## config.mk

```make
export PLATFORM = sky130hd
export DESIGN_NAME = instruction_fetch_queue_flat
export DESIGN_NICKNAME = d
export VERILOG_FILES = /design/src/rtl/instruction_fetch_queue_if.sv /design/src/rtl/instruction_fetch_queue.sv /design/src/flat_wrapper.sv
export SDC_FILE = /design/constraint.sdc
export NUM_CORES = 1
export LEC_CHECK = 0
export BUFFER_PORTS_ARGS = -buffer_cell sky130_fd_sc_hd__buf_2
export CAP_MARGIN = 0
export CORE_UTILIZATION = 40
export DETAILED_ROUTE_END_ITERATION = 10
export PLACE_DENSITY_LB_ADDON = 0.08
export SYNTH_ARGS = -nofsm -noshare
export SYNTH_HDL_FRONTEND = slang
export SYNTH_SLANG_ARGS = --single-unit
```

## constraint.sdc

```tcl
create_clock -name clk -period 4.7 [get_ports clk]
set_input_delay 0.94 -clock clk [delete_from_list [all_inputs] [get_ports clk]]
set_output_delay 0.94 -clock clk [all_outputs]
set_load 0.05 [all_outputs]
```

## src/rtl/instruction_fetch_queue_if.sv

```systemverilog
// instruction_fetch_queue_if: decode handshake, redirect and VEDA instruction-port bundle
interface instruction_fetch_queue_if #(
   parameter int DATA_WIDTH = 32,
   parameter int ADDR_WIDTH = 32,
   parameter int DEPTH = 4
);
   logic fetch_en;
   logic redirect_valid;
   logic [ADDR_WIDTH-1:0] redirect_pc;
   logic instr_ready;
   logic instr_valid;
   logic [DATA_WIDTH-1:0] Instruction;
   logic [ADDR_WIDTH-1:0] instr_pc;
   logic [$clog2(DEPTH):0] queue_count;
   logic [ADDR_WIDTH-1:0] VEDA_address1;
   logic [DATA_WIDTH-1:0] VEDA_data_out1;
   logic [DATA_WIDTH-1:0] VEDA_data_in1;
   logic VEDA_mode1;
   modport master (
      output fetch_en, redirect_valid, redirect_pc, instr_ready, VEDA_data_out1,
      input instr_valid, Instruction, instr_pc, queue_count, VEDA_address1, VEDA_data_in1, VEDA_mode1
   );
   modport slave (
      input fetch_en, redirect_valid, redirect_pc, instr_ready, VEDA_data_out1,
      output instr_valid, Instruction, instr_pc, queue_count, VEDA_address1, VEDA_data_in1, VEDA_mode1
   );
endinterface

```

## src/rtl/instruction_fetch_queue.sv

```systemverilog
// instruction_fetch_queue: pipelined instruction fetch with credit-limited prefetch FIFO and redirect
module instruction_fetch_queue #(
   parameter int DATA_WIDTH = 32,
   parameter int ADDR_WIDTH = 32,
   parameter int DEPTH = 4,
   parameter int MEM_LATENCY = 1,
   parameter int PC_STEP = 4,
   parameter logic [ADDR_WIDTH-1:0] RESET_PC = '0
) (
   input logic clk,
   input logic rst,
   instruction_fetch_queue_if.slave bus
);
   localparam int PW = $clog2(DEPTH);
   localparam int CW = PW + 1;
   logic [ADDR_WIDTH-1:0] fetch_pc;
   logic [DATA_WIDTH-1:0] q_word [DEPTH];
   logic [ADDR_WIDTH-1:0] q_pc [DEPTH];
   logic [PW-1:0] rd_ptr, wr_ptr;
   logic [CW-1:0] count;
   logic pop, issue, wr_v;
   logic [ADDR_WIDTH-1:0] wr_pc;
   logic [7:0] inflight;
   assign bus.instr_valid = (count != '0) & ~bus.redirect_valid;
   assign pop = bus.instr_valid & bus.instr_ready;
   // Every issued read owns a queue slot until popped, so a returning word always finds room
   assign issue = bus.fetch_en & ~rst & ~bus.redirect_valid & (8'(count) + inflight - 8'(pop) < 8'(DEPTH));
   if (MEM_LATENCY == 1) begin : g_comb
      assign wr_v = issue;
      assign wr_pc = fetch_pc;
      assign inflight = '0;
   end else begin : g_pipe
      logic [MEM_LATENCY-2:0] st_v;
      logic [ADDR_WIDTH-1:0] st_pc [MEM_LATENCY-1];
      always_ff @(posedge clk) begin
         st_v[0] <= issue;
         st_pc[0] <= fetch_pc;
         for (int i = 1; i < MEM_LATENCY - 1; i++) begin
            st_v[i] <= st_v[i-1];
            st_pc[i] <= st_pc[i-1];
         end
         if (rst || bus.redirect_valid) st_v <= '0;
      end
      assign wr_v = st_v[MEM_LATENCY-2];
      assign wr_pc = st_pc[MEM_LATENCY-2];
      assign inflight = 8'($countones(st_v));
   end
   always_ff @(posedge clk) begin
      if (rst || bus.redirect_valid) begin
         fetch_pc <= rst ? RESET_PC : bus.redirect_pc;
         rd_ptr <= '0;
         wr_ptr <= '0;
         count <= '0;
      end else begin
         if (issue) fetch_pc <= fetch_pc + ADDR_WIDTH'(PC_STEP);
         if (wr_v) begin
            q_word[wr_ptr] <= bus.VEDA_data_out1;
            q_pc[wr_ptr] <= wr_pc;
            wr_ptr <= wr_ptr + PW'(1);
         end
         if (pop) rd_ptr <= rd_ptr + PW'(1);
         count <= count + CW'(wr_v) - CW'(pop);
      end
   end
   always_ff @(posedge clk)
      if (!rst && !bus.redirect_valid) assert (!(wr_v && count == CW'(DEPTH) && !pop));
   assign bus.Instruction = q_word[rd_ptr];
   assign bus.instr_pc = q_pc[rd_ptr];
   assign bus.queue_count = count;
   assign bus.VEDA_address1 = fetch_pc;
   assign bus.VEDA_data_in1 = '0;
   assign bus.VEDA_mode1 = 1'b1;
endmodule
```

## src/flat_wrapper.sv

```systemverilog
// flat-port wrapper written by rule: the top's interface ports become plain ports
module instruction_fetch_queue_flat 
#(
   parameter int DATA_WIDTH = 32,
   parameter int ADDR_WIDTH = 32,
   parameter int DEPTH = 4,
   parameter int MEM_LATENCY = 1,
   parameter int PC_STEP = 4,
   parameter logic [ADDR_WIDTH-1:0] RESET_PC = '0
)
  (clk, rst, bus_fetch_en, bus_redirect_valid, bus_redirect_pc, bus_instr_ready, bus_VEDA_data_out1, bus_instr_valid, bus_Instruction, bus_instr_pc, bus_queue_count, bus_VEDA_address1, bus_VEDA_data_in1, bus_VEDA_mode1);
  instruction_fetch_queue_if #(.DATA_WIDTH(DATA_WIDTH), .ADDR_WIDTH(ADDR_WIDTH), .DEPTH(DEPTH)) bus_i ();
  input logic clk;
  input logic rst;
  input wire logic [$bits(bus_i.fetch_en)-1:0] bus_fetch_en;
  input wire logic [$bits(bus_i.redirect_valid)-1:0] bus_redirect_valid;
  input wire logic [$bits(bus_i.redirect_pc)-1:0] bus_redirect_pc;
  input wire logic [$bits(bus_i.instr_ready)-1:0] bus_instr_ready;
  input wire logic [$bits(bus_i.VEDA_data_out1)-1:0] bus_VEDA_data_out1;
  output wire logic [$bits(bus_i.instr_valid)-1:0] bus_instr_valid;
  output wire logic [$bits(bus_i.Instruction)-1:0] bus_Instruction;
  output wire logic [$bits(bus_i.instr_pc)-1:0] bus_instr_pc;
  output wire logic [$bits(bus_i.queue_count)-1:0] bus_queue_count;
  output wire logic [$bits(bus_i.VEDA_address1)-1:0] bus_VEDA_address1;
  output wire logic [$bits(bus_i.VEDA_data_in1)-1:0] bus_VEDA_data_in1;
  output wire logic [$bits(bus_i.VEDA_mode1)-1:0] bus_VEDA_mode1;
  assign bus_i.fetch_en = bus_fetch_en;
  assign bus_i.redirect_valid = bus_redirect_valid;
  assign bus_i.redirect_pc = bus_redirect_pc;
  assign bus_i.instr_ready = bus_instr_ready;
  assign bus_i.VEDA_data_out1 = bus_VEDA_data_out1;
  assign bus_instr_valid = bus_i.instr_valid;
  assign bus_Instruction = bus_i.Instruction;
  assign bus_instr_pc = bus_i.instr_pc;
  assign bus_queue_count = bus_i.queue_count;
  assign bus_VEDA_address1 = bus_i.VEDA_address1;
  assign bus_VEDA_data_in1 = bus_i.VEDA_data_in1;
  assign bus_VEDA_mode1 = bus_i.VEDA_mode1;
  instruction_fetch_queue #(.DATA_WIDTH(DATA_WIDTH), .ADDR_WIDTH(ADDR_WIDTH), .DEPTH(DEPTH), .MEM_LATENCY(MEM_LATENCY), .PC_STEP(PC_STEP), .RESET_PC(RESET_PC)) u_core (.clk(clk), .rst(rst), .bus(bus_i));
endmodule
```

# Word-level counts from Yosys, hierarchy flattened
# Memories as Yosys holds them, arrays and structs flattened. A register that Yosys moved wholly into a read port is not among the register bits.
# Cells that the tools add are included.
# totals
in_bits	69
word_cells	33
mem_bits_rw	256
ff_bits	39
out_inout_bits	133
n_memories	2
# classes
n_bitwise	7
n_mux	10
n_addsub	6
reduce_logical	3
magnitude_cmp	1
# memory_table
memory	words	width	read_ports	rd_ports_with_merged_regs	write_ports	line_no	text
u_core.q_pc	4	32	1	1	1	instruction_fetch_queue.sv:18	logic [ADDR_WIDTH-1:0] q_pc [DEPTH];
u_core.q_word	4	32	1	1	1	instruction_fetch_queue.sv:17	logic [DATA_WIDTH-1:0] q_word [DEPTH];
# op_table
op	count
32-bit two-way mux	3
32-bit by 3-bit adder with 32-bit output, second input constant	1
8-bit by 3-bit < comparator with 1-bit output, second input constant	1
2-bit two-way mux	4
1-bit bitwise AND	5
2-bit by 1-bit adder with 2-bit output, second input constant	2
3-bit by 1-bit subtractor with 4-bit output	1
3-bit by 1-bit adder with 3-bit output	1
1-bit two-way mux	3
3-bit nonzero test	1
3-bit by 1-bit subtractor with 3-bit output	1
1-bit NOT	2
2-bit nonzero test	1
1-bit logical OR	1

# Logic depth before layout (Yosys ltp)
# depth
depth_word	9
depth_mapped	11
ltp_nobuf	10

# Worst setup path before layout
# Ideal clock, no wire load.
# synth_path
kind	input -> register
start	in bus_redirect_valid
end	mem u_core.q_pc[1][0] (enable)
arrival_ns	3.723
setup_time_ns	0.429
cell_stages	7
slack_ns	0.549
n_path_buf	1
t_required_ns	4.271
cell_sequence	nor3b_1 > ha_1 > nand2_1 > nor3_1 > o2111a_1 > clkbuf_1 > and2_1
# synth_between
elab_chain_len	9
elab_cells_between_ends	11
classes_between	add/sub (1); order compare (1); mux (3); bitwise (5); reduce/logical (1)
# synth_rtl
element	line_no	text
start, declared	flat_wrapper.sv:16	input wire logic [$bits(bus_i.redirect_valid)-1:0] bus_redirect_valid;
1-bit NOT (*)	instruction_fetch_queue.sv:24, instruction_fetch_queue.sv:27	
1-bit bitwise AND	instruction_fetch_queue.sv:24	assign bus.instr_valid = (count != '0) & ~bus.redirect_valid;
1-bit bitwise AND	instruction_fetch_queue.sv:25	assign pop = bus.instr_valid & bus.instr_ready;
3-bit by 1-bit subtractor with 4-bit output	instruction_fetch_queue.sv:27	assign issue = bus.fetch_en & ~rst & ~bus.redirect_valid & (8'(count) + inflight - 8'(pop) < 8'(DEPTH));
8-bit by 3-bit < comparator with 1-bit output	instruction_fetch_queue.sv:27	
1-bit bitwise AND (*)	instruction_fetch_queue.sv:27	
via u_core.issue	instruction_fetch_queue.sv:21	logic pop, issue, wr_v;
1-bit two-way mux (*)	instruction_fetch_queue.sv:56	if (wr_v) begin
1-bit two-way mux (*)	instruction_fetch_queue.sv:49	if (rst || bus.redirect_valid) begin
1-bit two-way mux (not written as such) (*)	instruction_fetch_queue.sv:58	q_pc[wr_ptr] <= wr_pc;
end, declared	instruction_fetch_queue.sv:18	
# The timed path passes the listed nets; every way through them passes the cells marked *.

==> metrics.log <==
INFO  metric status = finished, final reports clean
INFO  metric skew = 0.0179 ns
INFO  metric route.detailed.vias_per_inst = 5.04
INFO  metric setup.worst_path.end_class = primary output
INFO  metric seq_area = 8840 sq um
INFO  metric share_of_post_route_cells_with_drive_strength_above_1 = 35.4%
INFO  metric cp_data_required_time = 3.76 ns
INFO  metric maxCapViolations = 0
INFO  metric place.detailed.hpwl = 16,300 um
INFO  metric vdd_drop_max = 270 uV
INFO  metric final_stage_net_count = 897
INFO  metric timing.critical_path.from_type = register
INFO  metric timing.slew.headroom = 33.4%
INFO  metric detailedRoute.firstPassIterationCount = 6
INFO  metric synth_ff_type = sky130_fd_sc_hd__edfxtp_1
INFO  metric vias = 6,209
INFO  metric numPlacedInstances = 1,174
INFO  metric setup_viol = 0
INFO  metric report.power.total = 0.00597 W
INFO  metric ys_seq_elements = 297
INFO  metric clkLatencyLatePin = 0.55 ns
INFO  metric finalHoldViolations = 0
INFO  metric initial_core_util = 40.7%
INFO  metric coreArea = 29,600 sq um
INFO  metric crit_fanout = 36
INFO  metric synthesis.area_per_instance = 19.0 sq um
INFO  metric postSynth.asyncResetShare = 0%
INFO  metric worst_ep_arrival_time = 2.55 ns
INFO  metric final_common_cell = sky130_fd_sc_hd__edfxtp_1
INFO  metric postCtsHoldBufs = 0
INFO  metric synth.yosys.warnings = 0
INFO  metric route.detailed.wl_per_inst = 20.8 um
INFO  metric pwr_density_cell = 417 nW/um^2
INFO  metric antenna_violating_nets_post_route = 0
INFO  metric most-common-layout-cells = sky130_fd_sc_hd__edfxtp_1, sky130_fd_sc_hd__buf_2, sky130_fd_sc_hd__mux4_2
INFO  metric cts-root-to-sink-buffers = 3
INFO  metric worstMarginPinSlew = 1.00 ns
INFO  metric gp_routability_congestion = 0.760
INFO  metric setup.reg_to_reg.worst_slack = 1.62 ns
INFO  metric die_y = 176 um
INFO  metric postSynthCellCount = 635
INFO  metric grt_remaining_overflow = 0
INFO  metric worst_setup_hold_path_clk_slew = 0.06 ns
INFO  metric edff_count_synth = 288
INFO  metric maxSlewViolCount = 0
INFO  metric drc = 0
INFO  metric finalWirelength = 25,700 um
INFO  metric cts-htree-levels = 1
INFO  metric area_delta_synth_final = 18.8%
INFO  metric floorplan.die_area = 30,800 sq um
INFO  metric fillCellCount = 2,559
INFO  metric vias_in_the_first_global_route = 6,495
INFO  metric ctsResizeCount = 0
INFO  metric timing.fmax = 286 MHz
INFO  metric multiInputGateArea = 2910 sq um
INFO  metric timing_worst_setup_path_type = register to primary output
INFO  metric period_needed = 3.49 ns
INFO  metric grt_start_max_net_pins = 65
INFO  metric netlist-cell-type-count = 40
INFO  metric die_width = 176 um
INFO  metric clock_tree.root_cell = sky130_fd_sc_hd__clkbuf_16
INFO  metric worstHoldPathType = register to register
INFO  metric io_buffer_count = 168
INFO  metric post-cts-setup-buffer-count = 0
INFO  metric antenna_violations_before_repair = 0
INFO  metric syn-cell-area = 12,100 sq um
INFO  metric grt_setup_unrepaired = false
INFO  metric floorplan.io_pins = 202
INFO  metric layout_worst_path_cycle_share = 74.3%
INFO  metric drt_first_iter_violations = 414
INFO  metric grt_util_all_layers = 16.7%
INFO  metric timing.setup.tns = 0 ns
INFO  metric post_layout_instance_count_excluding_filler_cells = 1,233
INFO  metric cts_buffers = 31
INFO  metric synth_seq_area_share = 73.3%
INFO  metric finalHoldWorstSlack = 0.556 ns
INFO  metric cts_tree = done
INFO  metric standard_cell_row_count = 63
INFO  metric cts.sinks = 297
INFO  metric global_route_wire_length_before_repair = 39,000 um
INFO  metric power.leakage = 5.00 nW
-- synthesized netlist by cell type (10+ instances only) --
master / n / share of area, %
sky130_fd_sc_hd__ha_1: 10 / 1.0
sky130_fd_sc_hd__clkbuf_1: 14 / 0.44
sky130_fd_sc_hd__nand3_1: 12 / 0.50
sky130_fd_sc_hd__inv_1: 24 / 0.75
sky130_fd_sc_hd__o21a_1: 14 / 0.87
sky130_fd_sc_hd__xnor2_1: 23 / 1.7
sky130_fd_sc_hd__nor2_1: 25 / 0.78
sky130_fd_sc_hd__edfxtp_1: 288 / 72
sky130_fd_sc_hd__mux4_2: 64 / 12
sky130_fd_sc_hd__buf_4: 33 / 2.1
sky130_fd_sc_hd__a21oi_1: 20 / 0.83
sky130_fd_sc_hd__nand4_1: 13 / 0.67
-- power by group --
| group | total [W] | internal (W) | switching [W] |
|---|---|---|---|
| clock network | 0.00245 | 0.00148 | 0.000967 |
| registers | 0.00306 | 0.00298 | 0.0000832 |
| logic | 0.000458 | 0.000114 | 0.000344 |
-- final cells by class --
type | instances | share of cell area, %
flip-flops and latches | 297 | 61.7
multi-input cells | 287 | 20.3
repair buffers | 176 | 6.73
clock buffers | 39 | 5.63
well taps | 390 | 3.41
clock inverters | 19 | 1.56
inverters | 24 | 0.629
diodes | 1 | 0.0175
-- worst max-delay path: stages (launching register included) --
cell and delay (ns):
sky130_fd_sc_hd__dfxtp_4 0.75, sky130_fd_sc_hd__buf_12 0.38, sky130_fd_sc_hd__mux4_2 0.60, sky130_fd_sc_hd__buf_2 0.24
-- stage by stage --
stage	util (%)	worst slack, ns	instance area, sq um
6_report	48.3	1.21	14300
5_1_grt	48.3	1.00	14300
4_1_cts	48.3	1.09	14300
3_5_place_dp	44.8	1.02	13300
3_3_place_gp	44.8	1.09	13300
2_1_floorplan	-	0.549	12200
-- per-layer routing --
metal / GRT usage (%) / up-vias / share of wire [%]
met4: 4.38 / 0 / 1.7
li1: - / 2818 / -
met5: 0 / - / 0
met1: 23.9 / 3159 / 45
met3: 2.71 / 33 / 5.6
met2: 26.8 / 199 / 47
-- state kept, by name, indices dropped and copies added, names as in the netlist, named ones only --
name / count
u_core.bus.VEDA_address1: 32
u_core.rd_ptr: 2
u_core.bus.queue_count: 3
u_core.q_word: 128
u_core.wr_ptr: 2
u_core.q_pc: 128
-- logic make-up (layout without fill, tap and decap cells) --
logic type                 Yosys count  count (layout)  share of synthesized area (%)
buffers and inverters               82             258                           3.65
and+or+nand+nor                     99              99                           4.79
xor gates and xnor gates            30              30                           2.18
muxes                               72              72                           12.6
adders and majority gates           11              11                           1.20
other                                2              34                         0.0623
DFF                                297             297                           73.3
AOI/OAI and AO/OA                   42              42                           2.22
-- final timing paths --
kind | start | endpoint | depth (start not counted)
hold reg to reg | u_core.rd_ptr[1]$_SDFFE_PN0N_ | register | 2
hold / removal | u_core.rd_ptr[1]$_SDFFE_PN0N_ | register | 2
setup reg to reg | u_core.bus.queue_count[1]$_SDFF_PN0_ | u_core.q_pc[0][30]$_DFFE_PP_ | 8
setup / recovery | register | bus_instr_pc[27] | 3
No activity file was read; power rests on OpenSTA's default activity.
